**config.mk**
```make
export PLATFORM = sky130hd
export DESIGN_NAME = ddr_rd_desc_exec
export DESIGN_NICKNAME = d
export VERILOG_FILES = /design/src/rtl/ddr_rd_desc_exec.sv
export SDC_FILE = /design/constraint.sdc
export NUM_CORES = 1
export LEC_CHECK = 0
export BUFFER_PORTS_ARGS = -buffer_cell sky130_fd_sc_hd__buf_2
export CELL_PAD_IN_SITES_DETAIL_PLACEMENT = 0
export CELL_PAD_IN_SITES_GLOBAL_PLACEMENT = 1
export CORE_AREA = 2 2 449 451
export CTS_BUF_LIST = sky130_fd_sc_hd__clkbuf_16
export DETAILED_ROUTE_END_ITERATION = 8
export DIE_AREA = 0 0 451 453
export PLACE_DENSITY_LB_ADDON = 0.1
export SYNTH_ARGS = -nofsm -noshare
export SYNTH_HDL_FRONTEND = slang
export SYNTH_SLANG_ARGS = --single-unit
```
**constraint.sdc**
```tcl
create_clock -name ddr_user_clk -period 5.5 [get_ports ddr_user_clk]
set_input_delay 0.55 -clock ddr_user_clk [delete_from_list [all_inputs] [get_ports ddr_user_clk]]
set_output_delay 0.55 -clock ddr_user_clk [all_outputs]
set_load 0.02 [all_outputs]
```
**src/rtl/ddr_rd_desc_exec.sv**
```systemverilog
// DDR-side read descriptor executor: splits a descriptor into 4KB-safe AXI4 INCR read bursts
// and passes read beats straight to the MAC array. Optional RRESP error flag: DDR_RD_RESP_CHECK_EN.
module ddr_rd_desc_exec #(
    parameter int MAX_BURST = 16,
    parameter int MAX_OUTST = 4,
    parameter int ADDR_W    = 32
) (
    input  logic              ddr_user_clk,
    input  logic              ddr_user_rst,
    input  logic [63:0]       I_cfg_value_rd_ddr,
    input  logic              ddr_to_mac_start,
    output logic              ddr_to_mac_done,
    output logic              O_busy,
    output logic [ADDR_W-1:0] M_AXI_ARADDR,
    output logic [7:0]        M_AXI_ARLEN,
    output logic              M_AXI_ARVALID,
    input  logic              M_AXI_ARREADY,
    input  logic [511:0]      M_AXI_RDATA,
    input  logic [1:0]        M_AXI_RRESP,
    input  logic              M_AXI_RLAST,
    input  logic              M_AXI_RVALID,
    output logic              M_AXI_RREADY,
    output logic [511:0]      O_mac_data,
    output logic              O_mac_valid,
    output logic              O_mac_last,
    input  logic              I_mac_ready
`ifdef DDR_RD_RESP_CHECK_EN
    ,
    output logic              O_rd_err
`endif
);

    localparam logic [6:0] BURST_LIM = 7'(MAX_BURST);
    localparam logic [3:0] OUTST_LIM = 4'(MAX_OUTST);

    typedef enum logic [1:0] {S_IDLE, S_RUN, S_DONE} state_t;

    state_t            state_q, state_d;
    logic [ADDR_W-1:0] addr_q, addr_d;
    logic [23:0]       ar_left_q, ar_left_d;
    logic [23:0]       rx_left_q, rx_left_d;
    logic [3:0]        outst_q, outst_d;
    logic              arvalid_q, arvalid_d;
    logic [ADDR_W-1:0] araddr_q, araddr_d;
    logic [7:0]        arlen_q, arlen_d;

    logic        busy;
    logic        start_acc;
    logic        ar_hs;
    logic        r_hs;
    logic        r_last_hs;
    logic        can_issue;
    logic [6:0]  len_nx;
    logic [8:0]  ar_len_cur;
    logic [23:0] desc_beats;
    logic        unused_bits;

    // Beats allowed in the next burst: bounded by what is left, MAX_BURST and the 4KB page end.
    function automatic logic [6:0] burst_len(input logic [23:0] left, input logic [5:0] blk);
        logic [6:0] to_4k;
        logic [6:0] lim;
        to_4k = 7'd64 - {1'b0, blk};
        lim   = (to_4k < BURST_LIM) ? to_4k : BURST_LIM;
        return (left < {17'd0, lim}) ? left[6:0] : lim;
    endfunction

    assign desc_beats = I_cfg_value_rd_ddr[55:32];
    assign start_acc  = ddr_to_mac_start && (state_q == S_IDLE);
    assign ar_hs      = arvalid_q && M_AXI_ARREADY;
    assign r_hs       = M_AXI_RVALID && M_AXI_RREADY;
    assign r_last_hs  = r_hs && M_AXI_RLAST;
    assign ar_len_cur = {1'b0, arlen_q} + 9'd1;

    always_ff @(posedge ddr_user_clk) begin
        if (ddr_user_rst) begin
            state_q <= S_IDLE;
        end else begin
            state_q <= state_d;
        end
    end

    always_comb begin
        state_d = state_q;
        case (state_q)
            S_IDLE: if (ddr_to_mac_start) state_d = (desc_beats == 24'd0) ? S_DONE : S_RUN;
            S_RUN:  if (rx_left_d == 24'd0) state_d = S_DONE;
            S_DONE: state_d = S_IDLE;
            default: state_d = S_IDLE;
        endcase
    end

    always_comb begin
        busy            = (state_q == S_RUN);
        O_busy          = busy;
        ddr_to_mac_done = (state_q == S_DONE);
        M_AXI_RREADY    = I_mac_ready && busy;
        O_mac_valid     = M_AXI_RVALID && busy;
        O_mac_last      = M_AXI_RVALID && busy && (rx_left_q == 24'd1);
        O_mac_data      = busy ? M_AXI_RDATA : '0;
    end

    // Counters advance on handshakes; the next AR is loaded from the post-handshake view so bursts go back to back.
    always_comb begin
        addr_d    = addr_q;
        ar_left_d = ar_left_q;
        rx_left_d = rx_left_q;
        outst_d   = outst_q;
        arvalid_d = arvalid_q;
        araddr_d  = araddr_q;
        arlen_d   = arlen_q;
        if (start_acc) begin
            addr_d    = ADDR_W'(I_cfg_value_rd_ddr[31:0]);
            ar_left_d = desc_beats;
            rx_left_d = desc_beats;
            outst_d   = 4'd0;
        end else begin
            if (ar_hs) begin
                addr_d    = addr_q + ADDR_W'({ar_len_cur, 6'd0});
                ar_left_d = ar_left_q - {15'd0, ar_len_cur};
            end
            rx_left_d = rx_left_q - {23'd0, r_hs};
            outst_d   = outst_q + {3'd0, ar_hs} - {3'd0, r_last_hs};
        end
        can_issue = (start_acc || busy) && (ar_left_d != 24'd0) && (outst_d < OUTST_LIM);
        len_nx    = burst_len(ar_left_d, addr_d[11:6]);
        if (!arvalid_q || ar_hs) begin
            arvalid_d = can_issue;
            if (can_issue) begin
                araddr_d = addr_d;
                arlen_d  = {1'b0, len_nx} - 8'd1;
            end
        end
    end

    always_ff @(posedge ddr_user_clk) begin
        if (ddr_user_rst) begin
            addr_q    <= '0;
            ar_left_q <= '0;
            rx_left_q <= '0;
            outst_q   <= '0;
            arvalid_q <= 1'b0;
            araddr_q  <= '0;
            arlen_q   <= '0;
        end else begin
            addr_q    <= addr_d;
            ar_left_q <= ar_left_d;
            rx_left_q <= rx_left_d;
            outst_q   <= outst_d;
            arvalid_q <= arvalid_d;
            araddr_q  <= araddr_d;
            arlen_q   <= arlen_d;
        end
    end

    assign M_AXI_ARVALID = arvalid_q;
    assign M_AXI_ARADDR  = araddr_q;
    assign M_AXI_ARLEN   = arlen_q;

`ifdef DDR_RD_RESP_CHECK_EN
    logic rd_err_q, rd_err_d;

    always_comb begin
        rd_err_d = rd_err_q;
        if (start_acc) begin
            rd_err_d = 1'b0;
        end else if (r_hs && (M_AXI_RRESP != 2'b00)) begin
            rd_err_d = 1'b1;
        end
    end

    always_ff @(posedge ddr_user_clk) begin
        if (ddr_user_rst) begin
            rd_err_q <= 1'b0;
        end else begin
            rd_err_q <= rd_err_d;
        end
    end

    assign O_rd_err    = rd_err_q;
    assign unused_bits = ^I_cfg_value_rd_ddr[63:56];
`else
    assign unused_bits = ^{I_cfg_value_rd_ddr[63:56], M_AXI_RRESP};
`endif

endmodule

```
Yosys cells after proc, flatten, opt, wreduce, memory -nomap -nowiden
Index checks and enable logic that the tools add are counted.
Storage, ports and cells
  register bits: 127
  input port bits: 585
  output and inout bits: 558
Operators by class
  add/sub/neg operators: 8
  order comparisons: 3
  eq/ne operators: 5
  muxes and demuxes: 13
  reduce and logical (&&, ||, !) cells: 18
Operators by type and width (count)
  two-way mux 512 bit: 1
  two-way mux 24 bit: 3
  two-way mux 32 bit: 2
  logical NOT 24 bit: 2
  adder 32 x 15 -> 32 bit: 1
  == test 24 x 1 -> 1 bit (second input constant): 1
  less-than comparator 24 x 7 -> 1 bit: 1
  nonzero test 24 bit: 1
  subtractor 24 x 1 -> 24 bit: 1
  subtractor 24 x 9 -> 24 bit: 1
  two-way mux 7 bit: 2
  adder 8 x 1 -> 9 bit (second input constant): 1
  logical AND 1 bit: 9
  subtractor 7 x 1 -> 8 bit (second input constant): 1
  less-than comparator 7 x 5 -> 1 bit (second input constant): 1
  subtractor 7 x 6 -> 7 bit (first input constant): 1
  two-way mux 2 bit: 3
  adder 4 x 1 -> 4 bit: 1
  less-than comparator 4 x 3 -> 1 bit (second input constant): 1
  two-way mux 4 bit: 1
  case mux 2 bit (2 select lines): 1
  AND reduction 2 bit: 2
  subtractor 4 x 1 -> 4 bit: 1
  == test 2 x 1 -> 1 bit (second input constant): 1
  other kinds (6): 7

Logic depth before layout (Yosys ltp)
  depth after elaboration: 10
  mapped depth: 26
  mapped depth without buffers: 25

Worst setup path after synthesis
Ideal clock, no wire load.
  path type: input -> register
  start point: in M_AXI_ARREADY
  end point: reg arlen_q[4] (netlist: M_AXI_ARLEN[4])
  library setup time: 0.132 ns
  data arrival time: 5.391 ns
  setup slack: -0.023 ns
  stages on the path: 25
  cell sequence: and2_1 > inv_2 > clkbuf_1 > clkbuf_1 > nand2_1 > a31oi_1 > inv_1 > ha_1 > and2_1 > a21o_1 > a21oi_2 > nand2_1 > ha_1 > a21o_1 > a21o_1 > a21oi_1 > nand3_1 > nor2_1 > a21oi_1 > nor3_4 > mux2_2 > ha_1 > mux4_2 > a311oi_1 > nor3_1
On the way
  cells in the longest elaborated chain, start to end: 9
  elaborated cells on any way between the ends: 20
  those cells by class: add/sub (4); order compare (3); mux (7); reduce/logical (6)
Ends and longest elaborated chain
  from (decl): line 17  | input logic M_AXI_ARREADY,
  logical AND 1 bit (*): line 69  | assign ar_hs = arvalid_q && M_AXI_ARREADY;
  two-way mux 32 bit: line 117  | if (ar_hs) begin
  two-way mux 32 bit: line 111  | if (start_acc) begin
  subtractor 7 x 6 -> 7 bit: line 62  | to_4k = 7'd64 - {1'b0, blk};
  less-than comparator 7 x 5 -> 1 bit: line 63  | lim = (to_4k < BURST_LIM) ? to_4k : BURST_LIM;
  two-way mux 7 bit: line 63
  less-than comparator 24 x 7 -> 1 bit: line 64  | return (left < {17'd0, lim}) ? left[6:0] : lim;
  two-way mux 7 bit: line 64
  subtractor 7 x 1 -> 8 bit: line 130  | arlen_d = {1'b0, len_nx} - 8'd1;
  to (signal assigned): line 151  | arlen_q <= arlen_d;
  to (decl): line 45  | logic [7:0] arlen_q, arlen_d;
Every way passes the cells marked *; elsewhere a longest branch is shown, timed or not.
A chain may end at the register's enable or synchronous reset.

Worst setup path after layout
  start point: reg arlen_q[0] (netlist: M_AXI_ARLEN[0])
  end point: reg arlen_q[2] (netlist: M_AXI_ARLEN[2])
On the way
  cells in the longest elaborated chain, start to end: 10
  elaborated cells on any way between the ends: 17
  those cells by class: add/sub (5); order compare (2); mux (6); reduce/logical (4)
Ends and longest elaborated chain
  adder 8 x 1 -> 9 bit (*): line 72  | assign ar_len_cur = {1'b0, arlen_q} + 9'd1;
  adder 32 x 15 -> 32 bit: line 118  | addr_d = addr_q + ADDR_W'({ar_len_cur, 6'd0});
  two-way mux 32 bit: line 117
  two-way mux 32 bit: line 111
  subtractor 7 x 6 -> 7 bit: line 62
  less-than comparator 7 x 5 -> 1 bit: line 63
  two-way mux 7 bit: line 63
  less-than comparator 24 x 7 -> 1 bit: line 64
  two-way mux 7 bit: line 64
  subtractor 7 x 1 -> 8 bit: line 130
Marked as above.

==> results.json <==
{
  "synth_flop_cell": "dfxtp_1",
  "fin_crit_ns": 5.13,
  "grt_antenna_before_repair": 224,
  "dpl.hpwl_um": 164000,
  "ys_warn_count": 0,
  "io_pins": 1143,
  "syn_area_per_cell_um2": 7.12,
  "wl_per_cell_um": 33.3,
  "endpoint_kind": "flip-flop",
  "die_area_um2": 204000,
  "grt-busiest-layer": "met2",
  "synthToLayoutAreaGrowth_pct": 93.9,
  "max_slew_margin_pct": 25.6,
  "track_usage_pct": 16.9,
  "grt_pass1_wl_um": 216000,
  "hold_class": "input pin to flip-flop",
  "grt_overflow": 0,
  "cts_tree": "yes",
  "postSynth.asyncResetShare_pct": 0,
  "drt_wl_total_um": 181000,
  "drv_cap": 0,
  "cts_buffers": 17,
  "grtUsageMet2_pct": 30.4,
  "cts_sinks": 127,
  "ant_nets": 0,
  "required_ns": 5.91,
  "vias_per_cell": 2.96,
  "r2r_cells": 20,
  "final_common_cell": "buf_2",
  "cts_setup_buffers": 0,
  "ys_ff_latch": 127,
  "postSynthCellCount": 1521,
  "fillers": 23600,
  "numPortBuffers": 1132,
  "clkLatencyLatePin_ns": 0.48,
  "hold_viol": 0,
  "finalSetupTns_ns": 0,
  "dr.pass1.iters": 5,
  "drive_gt1_share_pct": 48.1,
  "dpl_cell_area_um2": 20000,
  "finalClockSkew_ns": 0.0140,
  "num_rows": 164,
  "stdcell_area_um2": 21000,
  "worst-path-max-fanout": 4,
  "initial_utilization_pct": 5.44,
  "arrival_ns": 5.55,
  "clk_transition_reported_paths_ns": 0.07,
  "use_met3_pct": 6.40,
  "detail_route.iter0.violations": 809,
  "syn_area_um2": 10800,
  "cp-start-kind": "flip-flop",
  "core_area_um2": 199000,
  "setup.worst_path.class": "flip-flop to flip-flop",
  "hold_depth": 3,
  "synth_fp_nets": 2142,
  "cts_root_buf": "clkbuf_16",
  "route.vias.total": 16100,
  "grt_use_met1_pct": 17.5,
  "p_leak_nw": 10.1,
  "ir_drop_mv": 0.243,
  "final_max_slew_viol_count": 0,
  "grt_pass1_vias": 16400,
  "synth_seq_area_share_pct": 23.5,
  "nets": 3251,
  "die_h_um": 453,
  "synth.distinct_cells": 62,
  "grt_max_degree": 221,
  "htree_levels": 4,
  "synth_edf_count": 0,
  "worst_pin_slew_ns": 1.11,
  "final_cell_mix": "buf_2 (1132), and2_1 (521), nor2_1 (136), dfxtp_1 (126), nand2_1 (95)",
  "drcViolationCount": 0,
  "place.gp.congestion": 1.01,
  "finalSetupViolations": 0,
  "outcome": "finished clean",
  "die_w_um": 451,
  "fmax_mhz": 195,
  "cts_buffer_depth": 2,
  "post-route-period-util_pct": 93.4,
  "cellPowerDensity_nw_per_um2": 243
}
power breakdown:
part           internal [W]  switching, W  leakage, nW
Sequential          0.00103     0.0000913         1.05
Clock              0.000718      0.000548        0.301
Combinational      0.000890       0.00182         8.75
per-stage QoR:
step / worst slack (ns) / total power, W / utilization, % / hold slack [ns] / std cells
final: 0.365 / 0.00510 / 10.5 / 0.328 / 5426
after global routing: -0.0373 / 0.00542 / 10.5 / 0.327 / 5369
after CTS: 0.00785 / 0.00524 / 10.3 / 0.276 / 5298
after detailed placement: 0.0718 / 0.00390 / 10.0 / 0.445 / 5266
after global placement: 0.102 / 0.00394 / 10.0 / 0.448 / 5266
after floorplan: 0.0473 / 0.00242 / - / 0.456 / 1521
synthesized netlist by cell type, types with 25 or more instances:
cell        n  area [µm²]
nor2b_1    29         181
o21ai_0    44         220
dfxtp_1   127        2540
nand3_1    27         135
clkbuf_1   92         345
xor2_1     25         219
xnor2_1    33         289
and2_1    521        3260
nand2_1    96         360
nor2_1    138         518
inv_1      31         116
ha_1       33         413
a21oi_1    76         380
flip-flops by register name (all words and copies together) (netlist names):
| signal | flops |
|---|---|
| M_AXI_ARADDR | 32 |
| M_AXI_ARLEN | 8 |
| M_AXI_ARVALID | 1 |
| addr_q | 32 |
| ar_left_q | 24 |
| outst_q | 4 |
| rx_left_q | 24 |
| state_q | 2 |
repair_timing:
| item | 4_1_cts | 5_1_grt |
|---|---|---|
| resized for setup | 0 | 22 |
| hold buffers | 0 | 0 |
| setup endpoints to repair | 0 | 4 |
kinds of logic (layout without fill, tap and decap cells):
kind of cell / after synthesis / after routing / share of synthesized area (%)
compound gates: 218 / 218 / 12.7
xor+xnor: 58 / 58 / 4.69
fa+ha+maj: 36 / 36 / 4.37
buf+inv: 138 / 1260 / 4.99
flops: 127 / 127 / 23.5
mux: 13 / 13 / 1.35
other cells: 1 / 128 / 0.0346
simple gates: 930 / 930 / 48.4
critical path: stages, from the launching register on:
cell,delay [ns]
dfxtp_1,0.35
buf_4,0.15
and3_1,0.16
nand3_2,0.13
nor2_1,0.16
xor2_1,0.26
inv_1,0.08
ha_1,0.31
a21oi_2,0.18
o211ai_1,0.27
or3_1,0.40
o21ai_1,0.13
a31o_1,0.18
nand3_1,0.11
or4_4,0.62
nor3_4,0.25
mux2_2,0.38
ha_1,0.20
buf_4,0.14
or4_1,0.51
nand3_1,0.07
layout make-up:
| cell class | count | area, µm² | share of cell area, % |
|---|---|---|---|
| Multi-Input combinational cell | 1256 | 7850 | 37.4 |
| Timing Repair Buffer | 1196 | 6240 | 29.7 |
| Tap cell | 2656 | 3320 | 15.8 |
| Sequential cell | 127 | 2540 | 12.1 |
| Clock buffer | 17 | 425 | 2.02 |
| Antenna cell | 127 | 318 | 1.51 |
| Clock inverter | 15 | 185 | 0.881 |
| Inverter | 32 | 128 | 0.607 |
metal layers:
layer | share of wire, % | wire length (µm)
met4 | 4.3 | 7730
met3 | 8.3 | 15100
met1 | 36 | 65100
met5 | 0.30 | 539
met2 | 51 | 92300
final timing paths:
check	to	startpoint	slack [ns]
hold reg to reg	M_AXI_ARADDR[30]	M_AXI_ARADDR[30]	0.45
hold / removal	addr_q[15]	I_cfg_value_rd_ddr[15]	0.33
setup / recovery	M_AXI_ARLEN[2]	M_AXI_ARLEN[0]	0.37
setup reg to reg	M_AXI_ARLEN[2]	M_AXI_ARLEN[0]	0.37
(Power assumes the default switching activity.)
